File: config.mk
export PLATFORM = sky130hd
export DESIGN_NAME = mag_sq_feeder_flat
export DESIGN_NICKNAME = d
export VERILOG_FILES = /design/src/rtl/mag_sq_feeder_pkg.sv /design/src/rtl/mag_sq_feeder_if.sv /design/src/rtl/mag_sq_feeder_seq_squarer.sv /design/src/rtl/mag_sq_feeder.sv /design/src/flat_wrapper.sv
export SDC_FILE = /design/constraint.sdc
export NUM_CORES = 1
export LEC_CHECK = 0
export ABC_CLOCK_PERIOD_IN_PS = 2800
export CAP_MARGIN = 20
export CORE_ASPECT_RATIO = 2
export CORE_MARGIN = 2
export CORE_UTILIZATION = 35
export DETAILED_ROUTE_END_ITERATION = 12
export HOLD_SLACK_MARGIN = 0.05
export SLEW_MARGIN = 10
export SYNTH_ARGS = -nofsm -noshare
export SYNTH_HDL_FRONTEND = slang
export SYNTH_HIERARCHICAL = 1
export SYNTH_SLANG_ARGS = --single-unit
File: constraint.sdc
create_clock -name clk -period 2.8 [get_ports clk]
set_input_delay 0.56 -clock clk [delete_from_list [all_inputs] [get_ports clk]]
set_output_delay 0.56 -clock clk [all_outputs]
set_load 0.005 [all_outputs]
File: src/rtl/mag_sq_feeder_pkg.sv
// mag_sq_feeder_pkg
// Shared constants, FSM state encoding and helpers for the magnitude feeder
// and its shift-add squarer.
package mag_sq_feeder_pkg;

  localparam int unsigned W_IN    = 8;   // signed dx/dy width (only 8 supported)
  localparam int unsigned W_SQ    = 16;  // sum-of-squares / sqrt operand width
  localparam int unsigned MAG_MAX = 181; // floor(sqrt(2 * 128^2))
  localparam int unsigned W_MAG   = $clog2(MAG_MAX + 1);
  localparam int unsigned W_CNT   = 3;   // 8 shift-add iterations per square

  typedef enum logic [2:0] {
    ST_IDLE,
    ST_SQX,
    ST_SQY,
    ST_REQ,
    ST_WAIT,
    ST_OUT
  } state_e;

  // Two's-complement magnitude as unsigned; -128 maps to 128.
  function automatic logic [W_IN-1:0] abs_in(input logic [W_IN-1:0] v);
    return v[W_IN-1] ? (~v + 1'b1) : v;
  endfunction

endpackage

File: src/rtl/mag_sq_feeder_if.sv
// mag_sq_feeder_if
// Bundles the three handshakes of the feeder:
//   input channel  : in_valid/in_ready, dx, dy
//   sqrt channel   : sq_num, sq_ready (start pulse), sq_done, sq_res
//   output channel : out_valid/out_ready, mag, sumsq
// master = the feeder itself, slave = its surroundings (upstream, sqrt stage,
// downstream).
interface mag_sq_feeder_if;
  import mag_sq_feeder_pkg::*;

  logic                   in_valid;
  logic                   in_ready;
  logic signed [W_IN-1:0] dx;
  logic signed [W_IN-1:0] dy;
  logic [W_SQ-1:0]        sq_num;
  logic                   sq_ready;
  logic                   sq_done;
  logic [W_SQ-1:0]        sq_res;
  logic                   out_valid;
  logic                   out_ready;
  logic [W_MAG-1:0]       mag;
  logic [W_SQ-1:0]        sumsq;

  modport master (
    input  in_valid, dx, dy, sq_done, sq_res, out_ready,
    output in_ready, sq_num, sq_ready, out_valid, mag, sumsq
  );

  modport slave (
    output in_valid, dx, dy, sq_done, sq_res, out_ready,
    input  in_ready, sq_num, sq_ready, out_valid, mag, sumsq
  );

endinterface

File: src/rtl/mag_sq_feeder_seq_squarer.sv
// mag_sq_feeder_seq_squarer
// 8-iteration shift-add unsigned squarer: sum = seed + operand^2.
// The start cycle performs iteration 0 directly from operand/seed, the next
// seven busy cycles perform iterations 1..7, so the result is in sum after
// the 8th clock edge counted from (and including) the start cycle.
// Ports:
//   clk, reset : clock, synchronous active-high reset
//   start      : load operand/seed and perform the first iteration
//   operand    : 8-bit unsigned value to square
//   seed       : 16-bit value the square is accumulated onto
//   sum        : accumulator (registered), held once busy drops
//   busy       : iterations 1..7 in progress
module mag_sq_feeder_seq_squarer
  import mag_sq_feeder_pkg::*;
(
  input  logic            clk,
  input  logic            reset,
  input  logic            start,
  input  logic [W_IN-1:0] operand,
  input  logic [W_SQ-1:0] seed,
  output logic [W_SQ-1:0] sum,
  output logic            busy
);

  logic [W_SQ-1:0]  acc_q, acc_d;
  logic [W_SQ-1:0]  mcand_q, mcand_d;
  logic [W_IN-1:0]  mplier_q, mplier_d;
  logic [W_CNT-1:0] cnt_q, cnt_d;
  logic             busy_q, busy_d;
  logic [W_SQ-1:0]  op_ext;

  assign op_ext = W_SQ'(operand);

  always_comb begin
    acc_d    = acc_q;
    mcand_d  = mcand_q;
    mplier_d = mplier_q;
    cnt_d    = cnt_q;
    busy_d   = busy_q;
    if (start) begin
      acc_d    = seed + (operand[0] ? op_ext : '0);
      mcand_d  = op_ext << 1;
      mplier_d = operand >> 1;
      cnt_d    = W_CNT'(1);
      busy_d   = 1'b1;
    end else if (busy_q) begin
      acc_d    = acc_q + (mplier_q[0] ? mcand_q : '0);
      mcand_d  = mcand_q << 1;
      mplier_d = mplier_q >> 1;
      cnt_d    = cnt_q + 1'b1;
      if (cnt_q == '1) begin
        busy_d = 1'b0;
      end
    end
  end

  always_ff @(posedge clk) begin
    if (reset) begin
      acc_q    <= '0;
      mcand_q  <= '0;
      mplier_q <= '0;
      cnt_q    <= '0;
      busy_q   <= 1'b0;
    end else begin
      acc_q    <= acc_d;
      mcand_q  <= mcand_d;
      mplier_q <= mplier_d;
      cnt_q    <= cnt_d;
      busy_q   <= busy_d;
    end
  end

  assign sum  = acc_q;
  assign busy = busy_q;

endmodule

File: src/rtl/mag_sq_feeder.sv
// mag_sq_feeder
// Front-end for the 16-bit iterative square-root stage: accepts a signed
// (dx, dy), forms dx^2+dy^2 with one shared shift-add squarer (8 cycles per
// component), issues the sum to the sqrt stage with a one-cycle start pulse,
// captures the root and presents mag = floor(sqrt(dx^2+dy^2)) and sumsq.
// Accept-to-start is 17 cycles; one vector in flight at a time.
// Ports:
//   clk, reset : clock, synchronous active-high reset
//   bus        : mag_sq_feeder_if master (input, sqrt and output channels)
module mag_sq_feeder
  import mag_sq_feeder_pkg::*;
(
  input  logic            clk,
  input  logic            reset,
  mag_sq_feeder_if.master bus
);

  state_e           state_q, state_d;
  logic [W_CNT-1:0] cnt_q, cnt_d;
  logic [W_IN-1:0]  ax_q, ax_d;
  logic [W_IN-1:0]  ay_q, ay_d;
  logic [W_SQ-1:0]  sq_num_q, sq_num_d;
  logic [W_SQ-1:0]  sumsq_q, sumsq_d;
  logic [W_MAG-1:0] mag_q, mag_d;

  logic             sqr_start;
  logic [W_IN-1:0]  sqr_op;
  logic [W_SQ-1:0]  sqr_seed;
  logic [W_SQ-1:0]  sqr_sum;
  logic             sqr_busy;

  logic             in_ready;
  logic             sq_ready;
  logic             out_valid;

  // Legal operands never produce a root above 181, so the upper half is 0.
  logic             unused_res_hi;
  assign unused_res_hi = ^bus.sq_res[W_SQ-1:W_MAG];

  mag_sq_feeder_seq_squarer u_seq_squarer (
    .clk     (clk),
    .reset   (reset),
    .start   (sqr_start),
    .operand (sqr_op),
    .seed    (sqr_seed),
    .sum     (sqr_sum),
    .busy    (sqr_busy)
  );

  always_comb begin
    state_d   = state_q;
    cnt_d     = cnt_q;
    ax_d      = ax_q;
    ay_d      = ay_q;
    sq_num_d  = sq_num_q;
    sumsq_d   = sumsq_q;
    mag_d     = mag_q;
    sqr_start = 1'b0;
    sqr_op    = ax_q;
    sqr_seed  = '0;
    in_ready  = 1'b0;
    sq_ready  = 1'b0;
    out_valid = 1'b0;

    unique case (state_q)
      ST_IDLE: begin
        in_ready = 1'b1;
        if (bus.in_valid) begin
          ax_d    = abs_in(bus.dx);
          ay_d    = abs_in(bus.dy);
          cnt_d   = '0;
          state_d = ST_SQX;
        end
      end
      ST_SQX: begin
        // Zero seed clears the accumulator for the new vector.
        sqr_op    = ax_q;
        sqr_seed  = '0;
        sqr_start = (cnt_q == '0) && !sqr_busy;
        cnt_d     = cnt_q + 1'b1;
        if (cnt_q == '1) begin
          state_d = ST_SQY;
        end
      end
      ST_SQY: begin
        // Seeding with the registered dx^2 accumulates dy^2 on top of it.
        sqr_op    = ay_q;
        sqr_seed  = sqr_sum;
        sqr_start = (cnt_q == '0) && !sqr_busy;
        cnt_d     = cnt_q + 1'b1;
        if (cnt_q == '1) begin
          state_d = ST_REQ;
        end
      end
      ST_REQ: begin
        sq_ready = 1'b1;
        sq_num_d = sqr_sum;
        sumsq_d  = sqr_sum;
        state_d  = ST_WAIT;
      end
      ST_WAIT: begin
        if (bus.sq_done) begin
          mag_d   = bus.sq_res[W_MAG-1:0];
          state_d = ST_OUT;
        end
      end
      ST_OUT: begin
        out_valid = 1'b1;
        if (bus.out_ready) begin
          state_d = ST_IDLE;
        end
      end
      default: begin
        state_d = ST_IDLE;
      end
    endcase
  end

  always_ff @(posedge clk) begin
    if (reset) begin
      state_q  <= ST_IDLE;
      cnt_q    <= '0;
      ax_q     <= '0;
      ay_q     <= '0;
      sq_num_q <= '0;
      sumsq_q  <= '0;
      mag_q    <= '0;
    end else begin
      state_q  <= state_d;
      cnt_q    <= cnt_d;
      ax_q     <= ax_d;
      ay_q     <= ay_d;
      sq_num_q <= sq_num_d;
      sumsq_q  <= sumsq_d;
      mag_q    <= mag_d;
    end
  end

  // The final sum lands in the squarer on the edge that enters REQ, so during
  // the start pulse the operand is taken straight from the squarer; the
  // register holds the identical value from WAIT onwards, keeping sq_num
  // continuous across the whole start-to-done window.
  assign bus.sq_num    = (state_q == ST_REQ) ? sqr_sum : sq_num_q;
  assign bus.sumsq     = sumsq_q;
  assign bus.mag       = mag_q;
  assign bus.in_ready  = in_ready;
  assign bus.sq_ready  = sq_ready;
  assign bus.out_valid = out_valid;

endmodule

File: src/flat_wrapper.sv
// flat-port wrapper written by rule: the top's interface ports become plain ports
module mag_sq_feeder_flat import mag_sq_feeder_pkg::*;
  (clk, reset, bus_in_valid, bus_dx, bus_dy, bus_sq_done, bus_sq_res, bus_out_ready, bus_in_ready, bus_sq_num, bus_sq_ready, bus_out_valid, bus_mag, bus_sumsq);
  mag_sq_feeder_if bus_i ();
  input  logic clk;
  input  logic reset;
  input wire logic [$bits(bus_i.in_valid)-1:0] bus_in_valid;
  input wire logic [$bits(bus_i.dx)-1:0] bus_dx;
  input wire logic [$bits(bus_i.dy)-1:0] bus_dy;
  input wire logic [$bits(bus_i.sq_done)-1:0] bus_sq_done;
  input wire logic [$bits(bus_i.sq_res)-1:0] bus_sq_res;
  input wire logic [$bits(bus_i.out_ready)-1:0] bus_out_ready;
  output wire logic [$bits(bus_i.in_ready)-1:0] bus_in_ready;
  output wire logic [$bits(bus_i.sq_num)-1:0] bus_sq_num;
  output wire logic [$bits(bus_i.sq_ready)-1:0] bus_sq_ready;
  output wire logic [$bits(bus_i.out_valid)-1:0] bus_out_valid;
  output wire logic [$bits(bus_i.mag)-1:0] bus_mag;
  output wire logic [$bits(bus_i.sumsq)-1:0] bus_sumsq;
  assign bus_i.in_valid = bus_in_valid;
  assign bus_i.dx = bus_dx;
  assign bus_i.dy = bus_dy;
  assign bus_i.sq_done = bus_sq_done;
  assign bus_i.sq_res = bus_sq_res;
  assign bus_i.out_ready = bus_out_ready;
  assign bus_in_ready = bus_i.in_ready;
  assign bus_sq_num = bus_i.sq_num;
  assign bus_sq_ready = bus_i.sq_ready;
  assign bus_out_valid = bus_i.out_valid;
  assign bus_mag = bus_i.mag;
  assign bus_sumsq = bus_i.sumsq;
  mag_sq_feeder u_core (.clk(clk), .reset(reset), .bus(bus_i));
endmodule
==> impl_metrics.json <==
{
  "power.density_nw_per_um2": 488,
  "grt_usage_pct": 17.8,
  "clock_path_buffers": 2,
  "critPathMaxFanout": 6,
  "path_cells": "nor3b_4, buf_6, mux2_4, ha_4, fa_2, a21oi_4, o2111ai_2, a21bo_2, a21o_1, a31oi_2, o22ai_1",
  "via_per_inst": 5.30,
  "min_path_type": "reg -> reg",
  "die-area_um2": 17700,
  "outcome": "finished, violations left",
  "r2r_cells": 11,
  "cts_root_buf": "clkbuf_16",
  "path_clk_slew_ps": 70,
  "min_period_ps": 2810,
  "overflow": 0,
  "highest_layer": "met4",
  "num-nets-final": 823,
  "ys_seq_area_share_pct": 35.8,
  "final_layout_size_suffix_gt1_share_pct": 14.5,
  "syn_area_per_cell_um2": 8.52,
  "ant_nets": 0,
  "finalSetupTns_ps": -11.8,
  "dr_wl_met3_um": 313,
  "grt_max_degree": 78,
  "max_freq_mhz": 356,
  "cap_violations": 0,
  "finalMaxSlewViolations": 0,
  "seq_area_um2": 2090,
  "hold_viol_final": 0,
  "wl_met1_um": 5230,
  "drt_iter0_markers": 160,
  "clock_sinks": 104,
  "cp-start-kind": "flip-flop",
  "yosysWarnings": 6,
  "cts_tree": "done",
  "antenna_found_initial": 0,
  "cp.arrival_ps": 3030,
  "period_share_pct": 100,
  "fill_cells": 1598,
  "htree_num_levels": 3,
  "initial_utilization_pct": 35.7,
  "vdd_drop_max_mv": 0.324,
  "holdPathStages": 2,
  "routed_wl_um": 15200,
  "grt_pass1_vias": 5202,
  "violations": "negative setup slack",
  "ys_seq_elements": 104,
  "synth_edf_count": 0,
  "synthArstFlopShare_pct": 0,
  "num_vias": 5105,
  "crit_path_end_kind": "flip-flop",
  "slowest_delay_ps": 390,
  "total_power_mw": 3.58,
  "n_antenna_cell": 0,
  "core-area_um2": 16300,
  "num_rows": 66,
  "ys_dominant_reg_cell": "dfxtp_1",
  "die_y_um": 186,
  "clk_latency_ps": 350,
  "setup_viol": 1,
  "area_growth_syn_to_layout_pct": 26.3,
  "skew_ps": 8.97,
  "utilization_pct": 45.1,
  "gp_congestion": 0.864,
  "portBuffers": 71,
  "layout_setup_ws_ps": -11.8,
  "synth_cells": 682,
  "worstPathRequired_ps": 3020,
  "ys_types": 67,
  "max-slew-margin-rel_pct": 62.1,
  "netlist_area_um2": 5810,
  "io_pins": 80,
  "wl_met2_um": 8650,
  "critPathSlowestCell": "fa_2",
  "drtPass1Iterations": 4,
  "post-route-drc-count": 0,
  "multi_input_area_um2": 3680,
  "drt-wirelength-per-cell_um": 15.8,
  "worstMarginPinSlew_ps": 569,
  "power.leakage_nw": 2.94,
  "cts-hold-fix-buffers": 0,
  "synthesis.nets": 750,
  "grt_setup_unrepaired": "true",
  "worstSetupPathType": "reg -> reg",
  "grt_first_pass_wirelength_um": 24500,
  "dp_hpwl_um": 11500,
  "fp.dieW_um": 95.1,
  "cts_made_buffers": 9
}
layer usage:
| metal | vias up | track usage, % |
|---|---|---|
| met5 | - | 0 |
| met4 | 0 | 12.7 |
| li1 | 2536 | - |
| met2 | 108 | 34.5 |
| met3 | 56 | 1.89 |
| met1 | 2405 | 16.4 |
kinds of logic (layout without fill, tap and decap cells):
| logic type | after synthesis | after routing | share of synthesized area [%] |
|---|---|---|---|
| multiplexers | 47 | 48 | 8.55 |
| XOR/XNOR | 33 | 33 | 4.98 |
| adder cells (fa/ha/maj) | 31 | 31 | 6.94 |
| flip-flops | 104 | 104 | 35.8 |
| buffers and inverters | 59 | 136 | 4.48 |
| AO/OA/AOI/OAI | 167 | 167 | 18.8 |
| AND/OR/NAND/NOR | 241 | 241 | 20.5 |
worst max-delay path, delay by kind of cell, from the launching register on:
kind	cells	cell delay [ps]
AO/OA/AOI/OAI	6	1080
adder cells (fa/ha/maj)	2	580
multiplexers	1	340
flip-flops	1	330
AND/OR/NAND/NOR	1	190
buffers and inverters	1	150
flip-flops by register name, indices dropped and copies added, names as in the netlist:
name	cells
u_core/bus.sumsq	16
u_core/sq_num_q	16
u_core/u_seq_squarer/sum	16
u_core/u_seq_squarer/mcand_q	15
u_core/ax_q	8
u_core/ay_q	8
u_core/bus.mag	8
u_core/u_seq_squarer/mplier_q	7
u_core/cnt_q	3
u_core/state_q	3
u_core/u_seq_squarer/cnt_q	3
u_core/u_seq_squarer/busy	1
cells in the mapped netlist, types with 14 or more instances:
library cell	count	area, µm²
nor2_1	56	210
clkbuf_1	19	71.3
o21a_1	14	105
a21oi_1	72	360
a211oi_1	21	158
xor2_1	24	210
nand2_1	90	338
dfxtp_1	104	2080
ha_1	29	363
mux2i_1	26	260
and2_1	39	244
mux2_2	21	236
inv_1	20	75.1
final timing paths:
kind	from	endpoint	slack, ps
worst max-delay path	u_core/state_q[0]	u_core/u_seq_squarer/sum[14]	-10
worst min register to register	u_core/bus.sumsq[13]	u_core/bus.sumsq[13]	460
worst min-delay path	u_core/bus.sumsq[13]	u_core/bus.sumsq[13]	460
worst max register to register	u_core/state_q[0]	u_core/u_seq_squarer/sum[14]	-10
area by class of cell:
| class | count | area share, % |
|---|---|---|
| timing repair buffer | 99 | 12.8 |
| inverter | 21 | 1.14 |
| tap | 204 | 3.48 |
| clock buffer | 11 | 3.31 |
| multi-input combinational | 520 | 50.2 |
| sequential | 104 | 28.4 |
| clock inverter | 5 | 0.631 |
through the flow:
| stage | area [µm²] | std cells | setup slack, ps | hold WS (ps) |
|---|---|---|---|---|
| 3_3_place_gp | 6890 | 943 | -89.1 | 441 |
| 4_1_cts | 7260 | 962 | -31.7 | 455 |
| 3_5_place_dp | 6890 | 943 | -152 | 444 |
| 6_report | 7340 | 964 | -11.8 | 456 |
| 5_1_grt | 7340 | 964 | -98.8 | 476 |
| 2_1_floorplan | 5910 | 682 | 10.0 | 428 |
where the power goes:
group | internal [mW] | switching, mW
registers | 1.58 | 0.0965
logic | 0.307 | 0.366
clock network | 0.645 | 0.588
total | 2.53 | 1.05
cells in the final DEF, fill, tap and decap left out, types with 9 or more instances in the layout:
cell,instances
a21oi_1,69
xor2_1,24
and2_1,34
a211oi_1,18
mux2i_1,26
nor2_1,56
buf_4,24
nand2_1,90
clkbuf_16,9
inv_1,20
o21a_1,14
dfxtp_1,100
ha_1,22
o21ai_0,9
xnor2_1,9
mux2_2,18
clkdlybuf4s50_1,70
timing repair:
action / 4_1_cts / 5_1_grt
setup buffers: 2 / 3
pin swaps: 11 / 20
gates resized for setup: 13 / 11
gates cloned: 1 / 0
setup endpoints to repair: 17 / 15
hold endpoints to repair: 0 / 0
No activity file was read; power rests on OpenSTA's default activity.
